$ cat src/rtl/ram_ctrl.sv
// rtl/ram_ctrl.sv - single-port RAM controller with read timeout; optional bursts under macro RAM_CTRL_BURST_EN
module ram_ctrl #(
  parameter int TIMEOUT = 4
) (
  input  logic       clk,
  input  logic       rst,
  input  logic       cmd_valid,
  output logic       cmd_ready,
  input  logic       cmd_we,
  input  logic [3:0] cmd_addr,
  input  logic [7:0] cmd_wdata,
  input  logic [3:0] cmd_len,
  output logic       rsp_valid,
  input  logic       rsp_ready,
  output logic [7:0] rsp_data,
  output logic       rsp_err,
  output logic       mem_ce,
  output logic       mem_rd_en,
  output logic       mem_wr_en,
  output logic [3:0] mem_addr,
  output logic [7:0] mem_wdata,
  input  logic [7:0] mem_rdata,
  input  logic       mem_valid
);

  localparam int WCW = (TIMEOUT > 1) ? $clog2(TIMEOUT) : 1;

  typedef enum logic [2:0] {IDLE, WR, RD_REQ, RD_WAIT, RSP} state_t;

  state_t           state_q, state_d;
  logic             cmd_ready_q, cmd_ready_d;
  logic             rsp_valid_q, rsp_valid_d;
  logic [7:0]       rsp_data_q, rsp_data_d;
  logic             rsp_err_q, rsp_err_d;
  logic             mem_ce_q, mem_ce_d;
  logic             mem_rd_en_q, mem_rd_en_d;
  logic             mem_wr_en_q, mem_wr_en_d;
  logic [3:0]       addr_q, addr_d;
  logic [7:0]       wdata_q, wdata_d;
  logic [WCW-1:0]   wait_cnt_q, wait_cnt_d;
  logic             last_beat;

`ifdef RAM_CTRL_BURST_EN
  logic [3:0]       beat_q, beat_d;
  assign last_beat = (beat_q == 4'd0);
`else
  // Single-beat build: the length field has no effect.
  logic             unused_len;
  assign unused_len = ^cmd_len;
  assign last_beat  = 1'b1;
`endif

  // Next-state and next-output computation; every output is a flop.
  always_comb begin
    state_d     = state_q;
    cmd_ready_d = cmd_ready_q;
    rsp_valid_d = rsp_valid_q;
    rsp_data_d  = rsp_data_q;
    rsp_err_d   = rsp_err_q;
    mem_ce_d    = mem_ce_q;
    mem_rd_en_d = mem_rd_en_q;
    mem_wr_en_d = mem_wr_en_q;
    addr_d      = addr_q;
    wdata_d     = wdata_q;
    wait_cnt_d  = wait_cnt_q;
`ifdef RAM_CTRL_BURST_EN
    beat_d      = beat_q;
`endif
    case (state_q)
      IDLE: begin
        if (cmd_valid && cmd_ready_q) begin
          addr_d      = cmd_addr;
          wdata_d     = cmd_wdata;
`ifdef RAM_CTRL_BURST_EN
          beat_d      = cmd_len;
`endif
          cmd_ready_d = 1'b0;
          mem_ce_d    = 1'b1;
          if (cmd_we) begin
            state_d     = WR;
            mem_wr_en_d = 1'b1;
          end else begin
            state_d     = RD_REQ;
            mem_rd_en_d = 1'b1;
          end
        end else begin
          cmd_ready_d = 1'b1;
        end
      end
      WR: begin
        if (!last_beat) begin
          addr_d = addr_q + 4'd1;
`ifdef RAM_CTRL_BURST_EN
          beat_d = beat_q - 4'd1;
`endif
        end else begin
          state_d     = IDLE;
          mem_ce_d    = 1'b0;
          mem_wr_en_d = 1'b0;
          cmd_ready_d = 1'b1;
        end
      end
      RD_REQ: begin
        state_d    = RD_WAIT;
        wait_cnt_d = '0;
      end
      RD_WAIT: begin
        // Data arriving on the last allowed cycle wins over the timeout.
        if (mem_valid) begin
          state_d     = RSP;
          rsp_valid_d = 1'b1;
          rsp_data_d  = mem_rdata;
          rsp_err_d   = 1'b0;
          mem_ce_d    = 1'b0;
          mem_rd_en_d = 1'b0;
        end else if (wait_cnt_q == WCW'(TIMEOUT - 1)) begin
          state_d     = RSP;
          rsp_valid_d = 1'b1;
          rsp_data_d  = 8'h00;
          rsp_err_d   = 1'b1;
          mem_ce_d    = 1'b0;
          mem_rd_en_d = 1'b0;
        end else begin
          wait_cnt_d = wait_cnt_q + WCW'(1);
        end
      end
      RSP: begin
        if (rsp_ready) begin
          rsp_valid_d = 1'b0;
          if (!last_beat) begin
            state_d     = RD_REQ;
            addr_d      = addr_q + 4'd1;
`ifdef RAM_CTRL_BURST_EN
            beat_d      = beat_q - 4'd1;
`endif
            mem_ce_d    = 1'b1;
            mem_rd_en_d = 1'b1;
          end else begin
            state_d     = IDLE;
            cmd_ready_d = 1'b1;
          end
        end
      end
      default: begin
        state_d = IDLE;
      end
    endcase
  end

  // State register; reset clears every output, counter and pending beat.
  always_ff @(posedge clk) begin
    if (rst) begin
      state_q     <= IDLE;
      cmd_ready_q <= 1'b0;
      rsp_valid_q <= 1'b0;
      rsp_data_q  <= 8'h00;
      rsp_err_q   <= 1'b0;
      mem_ce_q    <= 1'b0;
      mem_rd_en_q <= 1'b0;
      mem_wr_en_q <= 1'b0;
      addr_q      <= 4'd0;
      wdata_q     <= 8'h00;
      wait_cnt_q  <= '0;
`ifdef RAM_CTRL_BURST_EN
      beat_q      <= 4'd0;
`endif
    end else begin
      state_q     <= state_d;
      cmd_ready_q <= cmd_ready_d;
      rsp_valid_q <= rsp_valid_d;
      rsp_data_q  <= rsp_data_d;
      rsp_err_q   <= rsp_err_d;
      mem_ce_q    <= mem_ce_d;
      mem_rd_en_q <= mem_rd_en_d;
      mem_wr_en_q <= mem_wr_en_d;
      addr_q      <= addr_d;
      wdata_q     <= wdata_d;
      wait_cnt_q  <= wait_cnt_d;
`ifdef RAM_CTRL_BURST_EN
      beat_q      <= beat_d;
`endif
    end
  end

  assign cmd_ready = cmd_ready_q;
  assign rsp_valid = rsp_valid_q;
  assign rsp_data  = rsp_data_q;
  assign rsp_err   = rsp_err_q;
  assign mem_ce    = mem_ce_q;
  assign mem_rd_en = mem_rd_en_q;
  assign mem_wr_en = mem_wr_en_q;
  assign mem_addr  = addr_q;
  assign mem_wdata = wdata_q;

endmodule
$ cat config.mk
export PLATFORM = sky130hd
export DESIGN_NAME = ram_ctrl
export DESIGN_NICKNAME = d
export VERILOG_FILES = /design/src/rtl/ram_ctrl.sv
export SDC_FILE = /design/constraint.sdc
export NUM_CORES = 1
export LEC_CHECK = 0
export BUFFER_PORTS_ARGS = -buffer_cell sky130_fd_sc_hd__buf_4
export CORE_UTILIZATION = 36
export DETAILED_ROUTE_END_ITERATION = 12
export SETUP_SLACK_MARGIN = 0.2
export SLEW_MARGIN = 20
export SYNTH_ARGS = -nofsm -noshare
export SYNTH_HDL_FRONTEND = slang
export SYNTH_SLANG_ARGS = --single-unit
$ cat constraint.sdc
create_clock -name clk -period 2.4 [get_ports clk]
set_clock_uncertainty 0.2 [all_clocks]
set_input_delay 0.48 -clock clk [delete_from_list [all_inputs] [get_ports clk]]
set_output_delay 0.48 -clock clk [all_outputs]
set_load 0.05 [all_outputs]
==> results.cfg, run 1 <==
[setup_path]
r2r-end = wait_cnt_q[0]
worstPathCellList = ha_1 > or2_1 > or4b_1 > a31oi_1
crit_family = simple AND/OR/NAND/NOR gates
worstPathRequired_ns = 2.46
max_stage_delay_ns = 0.52
reg2reg_slack_ns = 0.58
worstPathArrival_ns = 1.88
path_class = reg -> reg
reg2reg_depth = 4
critPathMaxFanout = 6
slowest_stage = or4b_1
worstSetupEndpointType = flip-flop
rr_startpoint = wait_cnt_q[0]
startpoint_type = flip-flop
cp.buffers_inverters = 0
crit_start = wait_cnt_q[0]

[placed_design]
dp_slack_ns = 0.525
place_inst = 225
dp_hpwl_um = 2220
gp_congestion = 0.749
numPortBuffers = 51

[synth]
syn_area_per_cell_um2 = 9.04
synth_nets = 172
synth_edf_count = 0
synth_area_um2 = 1270
synthArstFlopShare_pct = 0
synthFlopType = dfxtp_1
yosysTopAreaCell = dfxtp_1
ys_warn_count = 0
ys_seq_area_share_pct = 48.7
synthTopCellsByArea = dfxtp_1, a21oi_1, o31ai_1
syn_inst = 141
synth-seq-cells = 31
synth_top_area_share_pct = 48.7
synth_cell_types = 27

[cts]
cts_resized = 0
cts_inserted_buffers = 5
clkLatencyLatePin_ns = 0.32
path_clk_slew_ns = 0.09
ctsHoldBuffers = 0
cts_max_path_buffers = 2
cts_tree = yes
clock-root-buffer = clkbuf_4
post_cts_buffers = 0
ctsHtreeMaxLevel = 2
clock-sinks = 31

[routing]
dr_total_vias = 1212
wl_per_cell_um = 13.4
wl_um = 3100
routed_via_density = 5.25
antenna_left = 0
drc = 0
dr.pass1.iters = 4
drt_iter0_markers = 49

[grt]
grt_pass1_vias = 1126
grt_util_met3_pct = 4.41
grt_pass1_wl_um = 4940
use_met1_pct = 20.8
antenna_found_initial = 0
grt_max_degree = 25
grt_util_met2_pct = 31.0
grt.total_usage_pct = 18.1
grt-ovfl-total = 0
busiest_layer = met2

[run]
cap_viol_max_count = 0

[finish]
multi_input_comb_area_um2 = 583
drive_gt1_share_pct = 32.4
antenna_cells = 0
nets = 217
final-seq-area_um2 = 621
n_fill_cell = 348
area_delta_synth_final_pct = 34.0
fin_cells = 231

[timing]
timing.hold.ws_ns = 0.158
worst_pin_slew_ns = 0.563
setup_viol = 0
slew_violations = 0
rsz0062_at_grt = no
hold_viol_final = 0
clock.fmax_mhz = 548
period_share_pct = 76.0
setup_tns_ns = 0
fin_crit_ns = 1.82
fin_ws_ns = 0.576
relSlewSlack_pct = 62.4

[pwr]
power.total_mw = 1.01
leakagePower_nw = 0.713
powerDensity_nw_per_um2 = 594
ir_drop_mv = 0.275

[hold_path]
worstHoldPathCells = 2
holdCritStartpoint = mem_valid
min_path_type = in -> reg
min_to = rsp_err

[die]
core_region_area_um2 = 3360
fp-row-count = 21
ioPinCount = 56
die_area_um2 = 3780
start_util_pct = 37.9
die_x_um = 61.5
die_h_um = 61.5

[outcome]
outcome = finished, final reports clean
kinds of logic after synthesis:
kind of cell	count (synthesis)	share of synthesized area, %
flip-flops	31	48.7
AO/OA/AOI/OAI	51	26.5
AND/OR/NAND/NOR	42	18.3
buffers and inverters	16	5.59
adder cells (fa/ha/maj)	1	0.981
how the worst max path moves through the flow:
stage                     depth (start not counted)  slack (ns)             to
after global routing                              3        0.52   mem_wdata[6]
after global placement                            4        0.55  wait_cnt_q[0]
after detailed placement                          4        0.52  wait_cnt_q[0]
after CTS                                         4        0.58  wait_cnt_q[0]
final                                             4        0.58  wait_cnt_q[0]
after floorplan                                   5        0.55    mem_addr[2]
power breakdown:
group / total, mW / internal [mW] / switching [mW]
combinational: 0.200 / 0.0752 / 0.124
clock: 0.265 / 0.104 / 0.161
sequential: 0.550 / 0.533 / 0.0168
placed cells by master, fill, tap and decap left out, types with 2 or more instances in the layout:
| cell type | instances |
|---|---|
| clkbuf_4 | 5 |
| o31ai_1 | 13 |
| a22o_1 | 8 |
| nor2b_1 | 2 |
| dfxtp_1 | 31 |
| buf_4 | 54 |
| nand3_1 | 15 |
| nand2b_1 | 3 |
| nor2_1 | 4 |
| and3b_1 | 3 |
| a21oi_1 | 21 |
| nor3_1 | 5 |
| nand2_1 | 5 |
| a31oi_1 | 3 |
cell type report:
type	count	area share [%]
Clock buffer	6	2.42
Timing Repair Buffer	54	23.7
Tap cell	46	3.37
Sequential cell	31	36.3
Multi-Input combinational cell	94	34.1
routing by layer:
layer,routed length (um),share of wire [%]
met3,215,6.9
met5,0,0
met2,1470,48
met4,68,2.2
met1,1340,43
registers in the layout, summed over array words and instances, names as in the netlist:
register,flops
cmd_ready,1
mem_addr,4
mem_ce,1
mem_rd_en,1
mem_wdata,8
mem_wr_en,1
rsp_data,8
rsp_err,1
rsp_valid,1
state_q,3
wait_cnt_q,2
synthesized netlist by cell type (all sizes together) (2+ instances only):
library cell,instances
o31ai,13
clkbuf,12
a31oi,3
a21oi,22
nand2b,3
nor2b,2
dfxtp,31
nand2,5
nand3,15
nor3,5
and3b,3
nor2,4
buf,4
a22o,8
per-stage QoR:
stage / area [um2] / util (%)
floorplan: 1270 / -
detailed placement: 1670 / 49.6
CTS: 1710 / 50.8
finish: 1710 / 50.8
global route: 1710 / 50.8
global placement: 1670 / 49.6
(Power assumes the default switching activity.)
==> run 2: changes to the inputs <==
--- a/config.mk
+++ b/config.mk
@@ -5,6 +5,7 @@
 export SDC_FILE = /design/constraint.sdc
 export NUM_CORES = 1
 export LEC_CHECK = 0
+export ABC_AREA = 1
 export BUFFER_PORTS_ARGS = -buffer_cell sky130_fd_sc_hd__buf_4
 export CORE_UTILIZATION = 36
 export DETAILED_ROUTE_END_ITERATION = 12
==> constraint.sdc (replaced) <==
create_clock -name clk -period 1.7 [get_ports clk]
set_clock_uncertainty 0.2 [all_clocks]
set_input_delay 0.34 -clock clk [delete_from_list [all_inputs] [get_ports clk]]
set_output_delay 0.34 -clock clk [all_outputs]
set_load 0.05 [all_outputs]
==> results.cfg, run 2 <==
[outcome]
outcome = finished, final reports clean

[timing]
hold_viol_final = 0
fin_crit_ns = 1.43
setup_tns_ns = 0
slew_violations = 0
setup_viol = 0
rsz0062_at_grt = yes
period_share_pct = 84.1
clock.fmax_mhz = 699
relSlewSlack_pct = 88.0
worst_pin_slew_ns = 0.178

[hold_path]
holdCritStartpoint = cmd_wdata[4]
worstHoldPathCells = 3
min_to = mem_wdata[4]
min_path_type = in -> reg

[finish]
multi_input_comb_area_um2 = 552
area_delta_synth_final_pct = 45.3
final_cell_mix = buf_4, nor2_1, dfxtp_1
post-route-util_pct = 55.0
drive_gt1_share_pct = 35.8
antenna_cells = 0
final_common_cell = buf_4
nets = 259
n_fill_cell = 339
final-seq-area_um2 = 626

[die]
die_h_um = 61.2
core_region_area_um2 = 3340
ioPinCount = 56
die_x_um = 61.2
fp-row-count = 21
die_area_um2 = 3750
start_util_pct = 37.8

[cts]
ctsHtreeMaxLevel = 2
clkLatencyLatePin_ns = 0.33
cts_inserted_buffers = 5
clock-sinks = 31
clock-root-buffer = clkbuf_4
cts_max_path_buffers = 2
path_clk_slew_ns = 0.10
cts_tree = yes

[synth]
synthArstFlopShare_pct = 0
synth_top_area_share_pct = 49.2
synthTopCellsByCount = nor2_1, dfxtp_1, nand2_1
ys_seq_area_share_pct = 49.2
synth_area_um2 = 1260
syn_inst = 166
yosysMostFrequentCell = nor2_1
ys_warn_count = 0
synth-seq-cells = 31
synthFlopType = dfxtp_1
synthTopCellsByArea = dfxtp_1, nor2_1, nand2_1
synth_cell_types = 22
synth_nets = 197
syn_area_per_cell_um2 = 7.61
synth_edf_count = 0
yosysTopAreaCell = dfxtp_1

[routing]
dr_total_vias = 1277
drc = 0
antenna_left = 0
wl_per_cell_um = 11.3
dr.pass1.iters = 4
routed_via_density = 4.64
drt_iter0_markers = 54
wl_um = 3100

[grt]
busiest_layer = met2
grt_util_met3_pct = 8.82
use_met1_pct = 21.8
grt-ovfl-total = 0
grt_pass1_vias = 1092
grt_util_met2_pct = 28.4
grt.total_usage_pct = 18.3
grt_pass1_wl_um = 4770
grt_max_degree = 15
antenna_found_initial = 0

[run]
cap_viol_max_count = 0

[setup_path]
worstSetupEndpointType = flip-flop
r2r-end = state_q[0]
worstPathArrival_ns = 1.45
path_class = reg -> reg
reg2reg_slack_ns = 0.27
slowest_stage = dfxtp_1
worstPathRequired_ns = 1.72
worstPathCellList = ha_1 > nor2_1 > nand2_4 > nand3_1 > nand2_1 > nand2_1 > nor2_1
startpoint_type = flip-flop
crit_start = wait_cnt_q[0]
rr_startpoint = wait_cnt_q[0]
max_stage_delay_ns = 0.34
reg2reg_depth = 7
critPathMaxFanout = 4

[pwr]
ir_drop_mv = 0.839
powerDensity_nw_per_um2 = 1430
leakagePower_nw = 0.880

[placed_design]
numPortBuffers = 51
gp_congestion = 0.711
dp_hpwl_um = 2320
## run 2: cell types whose count changed after synthesis, moves of 3 or more
cell and delta:
a21oi_1 -6, a22o_1 -8, and3b_1 -3, clkbuf_1 -11
inv_1 +12, nand2_1 +20, nand2b_1 -3, nor2_1 +29
nor3_1 -5, o21ai_0 +13, o31ai_1 -13
## run 2: cells by family after synthesis
logic type,synth area share [%]
adder cells (fa/ha/maj),0.991
AND/OR/NAND/NOR,27.4
flip-flops,49.2
buffers and inverters,8.52
AO/OA/AOI/OAI,14.0
## run 2: cell type report
class	count	area share [%]
sequential	31	34.1
multi-input combinational	114	30.1
timing repair buffer	62	25.7
clock buffer	7	3.55
tap	46	3.14
inverter	14	3.00
clock inverter	1	0.409
## run 2: timing repair
item | CTS | global route
endpoints found under the hold margin | 0 | 1
resized for setup | 1 | 7
pin swaps | 1 | 2
buffers inserted | 2 | 2
setup endpoints to repair | 5 | 24
hold buffers | 0 | 1
## run 2: metal layers
layer,wire [um],vias up
li1,-,659
met1,1350,569
met2,1490,42
met3,225,7
met4,41,0
met5,0,-
## run 2: worst max path at each step
stage,to,slack (ns),depth (start not counted)
CTS,state_q[0],0.22,8
finish,state_q[0],0.27,7
global route,state_q[0],0.18,7
detailed placement,rsp_data[5],0.20,5
global placement,mem_wdata[6],0.24,6
floorplan,mem_addr[3],0.27,6
## run 2: power by group
| part | internal [mW] | switching (mW) | total, mW | leakage [nW] |
|---|---|---|---|---|
| registers | 0.866 | 0.0951 | 0.961 | 0.253 |
| logic | 0.391 | 0.773 | 1.16 | 0.589 |
| clock network | 0.242 | 0.247 | 0.489 | 0.0375 |
| total | 1.50 | 1.12 | 2.61 | 0.880 |
## run 2: per-stage QoR
stage               worst slack [ns]  cell area [um2]  hold WS (ns)  std cells  power [mW]
global route                   0.181             1830       0.00373        275        2.80
finish                         0.269             1830        0.0253        275        2.61
floorplan                      0.271             1260         0.202        166        1.78
CTS                            0.222             1790        0.0101        272        2.61
detailed placement             0.197             1690         0.241        262        2.09
global placement               0.242             1690         0.236        262        2.07
## run 2: worst max-delay path, delay by kind of cell (launching register included)
family / cells / cell delay, ns
adder cells (fa/ha/maj): 1 / 0.25
flip-flops: 1 / 0.34
AND/OR/NAND/NOR: 6 / 0.53
==> run 3: changes to the inputs <==
==> constraint.sdc (replaced) <==
create_clock -name clk -period 1.37 [get_ports clk]
set_clock_uncertainty 0.2 [all_clocks]
set_input_delay 0.274 -clock clk [delete_from_list [all_inputs] [get_ports clk]]
set_output_delay 0.274 -clock clk [all_outputs]
set_load 0.05 [all_outputs]
==> results.cfg, run 3 (synthesized netlist as in run 2, its figures left out) <==
[timing]
timing.hold.ws_ns = -0.0216
rsz0062_at_grt = yes
fin_crit_ns = 1.36
clock.fmax_mhz = 735
fin_ws_ns = 0.00941
relSlewSlack_pct = 83.2
hold_viol_final = 5
worst_pin_slew_ns = 0.253
slew_violations = 0
period_share_pct = 99.3
setup_viol = 0

[placed_design]
place_inst = 262
dp_slack_ns = -0.00578
dp_hpwl_um = 2150
numPortBuffers = 51
gp_congestion = 0.759

[finish]
drive_gt1_share_pct = 60.5
area_delta_synth_final_pct = 102
post-route-util_pct = 76.3
multi_input_comb_area_um2 = 697
final_common_cell = buf_4
n_fill_cell = 216
antenna_cells = 0
fin_cells = 307
final_cell_mix = buf_4, nor2_1, dfxtp_2
final-seq-area_um2 = 669
nets = 291

[cts]
cts_inserted_buffers = 5
cts_tree = yes
path_clk_slew_ns = 0.11
clock-sinks = 31
cts_max_path_buffers = 2
clkLatencyLatePin_ns = 0.34
clock-root-buffer = clkbuf_4
ctsHtreeMaxLevel = 2

[routing]
dr.pass1.iters = 4
wl_per_cell_um = 13.9
wl_um = 4260
dr_total_vias = 1483
drc = 0
routed_via_density = 4.83
antenna_left = 0
drt_iter0_markers = 46

[outcome]
outcome = complete, but fails checks
violations = negative hold slack

[setup_path]
max_stage_delay_ns = 0.40
startpoint_type = flip-flop
cp_common_cell = nor2_4
worstPathRequired_ns = 1.44
worstSetupEndpointType = flip-flop
critPathMaxFanout = 7
worstPathCellList = nor2_4 > nand2_2 > nor2_4 > buf_6 > o21ai_2 > nor2_1
cp.buffers_inverters = 1
reg2reg_slack_ns = 0.009
path_class = reg -> reg
worstPathArrival_ns = 1.43
crit_family = simple AND/OR/NAND/NOR gates
slowest_stage = dfxtp_4

[pwr]
leakagePower_nw = 1.12
power.total_mw = 4.09
ir_drop_mv = 1.08
powerDensity_nw_per_um2 = 1610

[grt]
grt_max_degree = 19
busiest_layer = met2
grt-ovfl-total = 0
grt_util_met3_pct = 8.61
antenna_found_initial = 0
grt_pass1_wl_um = 5870
grt.total_usage_pct = 21.6
grt_pass1_vias = 1387
use_met1_pct = 25.1
grt_util_met2_pct = 35.7

[die]
die_area_um2 = 3750
die_h_um = 61.2
die_x_um = 61.2
start_util_pct = 37.8
core_region_area_um2 = 3340
ioPinCount = 56
fp-row-count = 21

[run]
cap_viol_max_count = 0

[hold_path]
min_path_type = in -> reg
==> run 3: cell types whose count changed in the layout (fill, tap and decap cells not counted), moves of 21 or more <==
cell | before | now
dlygate4sd3_1 | 1 | 23
buf_8 | 0 | 26
dfxtp_2 | 4 | 27
buf_4 | 60 | 39
dfxtp_1 | 27 | 0
==> run 3: report_power, final <==
part	internal [mW]	total (mW)	leakage (nW)	switching (mW)
clock network	0.431	0.764	0.0482	0.333
registers	1.12	1.31	0.267	0.189
logic	0.886	2.02	0.807	1.14
total	2.43	4.09	1.12	1.66
==> run 3: metrics by stage <==
step                cell area, um2  setup TNS (ns)
CTS                           2350               0
floorplan                     1300               0
global placement              1720               0
global route                  2550          -0.803
finish                        2550               0
detailed placement            1720         -0.0154
==> run 3: cell type report <==
class,instances,share of cell area [%]
Sequential cell,31,26.3
Clock buffer,6,2.01
Clock inverter,2,1.38
Tap cell,46,2.26
Inverter,14,2.16
Multi-Input combinational cell,114,27.4
Timing Repair Buffer,94,38.5
==> run 3: worst paths after layout <==
kind,from,endpoint,cells past startpoint
max,state_q[2],mem_addr[0],6
min,rst,rsp_data[3],2
max reg2reg,state_q[2],mem_addr[0],6
min reg2reg,rsp_data[4],rsp_data[4],2
==> run 3: what timing repair did <==
item | 4_1_cts | 5_1_grt
pin swaps | 17 | 10
cloned | 1 | 0
gates resized for setup | 108 | 29
hold endpoints to repair | 25 | 1
endpoints found under the setup margin | 56 | 57
hold buffers | 20 | 3
setup buffers | 5 | 8
==> run 3: layer usage <==
layer / share of wire [%] / vias up
li1: - / 724
met1: 38 / 700
met2: 53 / 42
met3: 5.3 / 17
met4: 4.1 / 0
met5: 0 / -
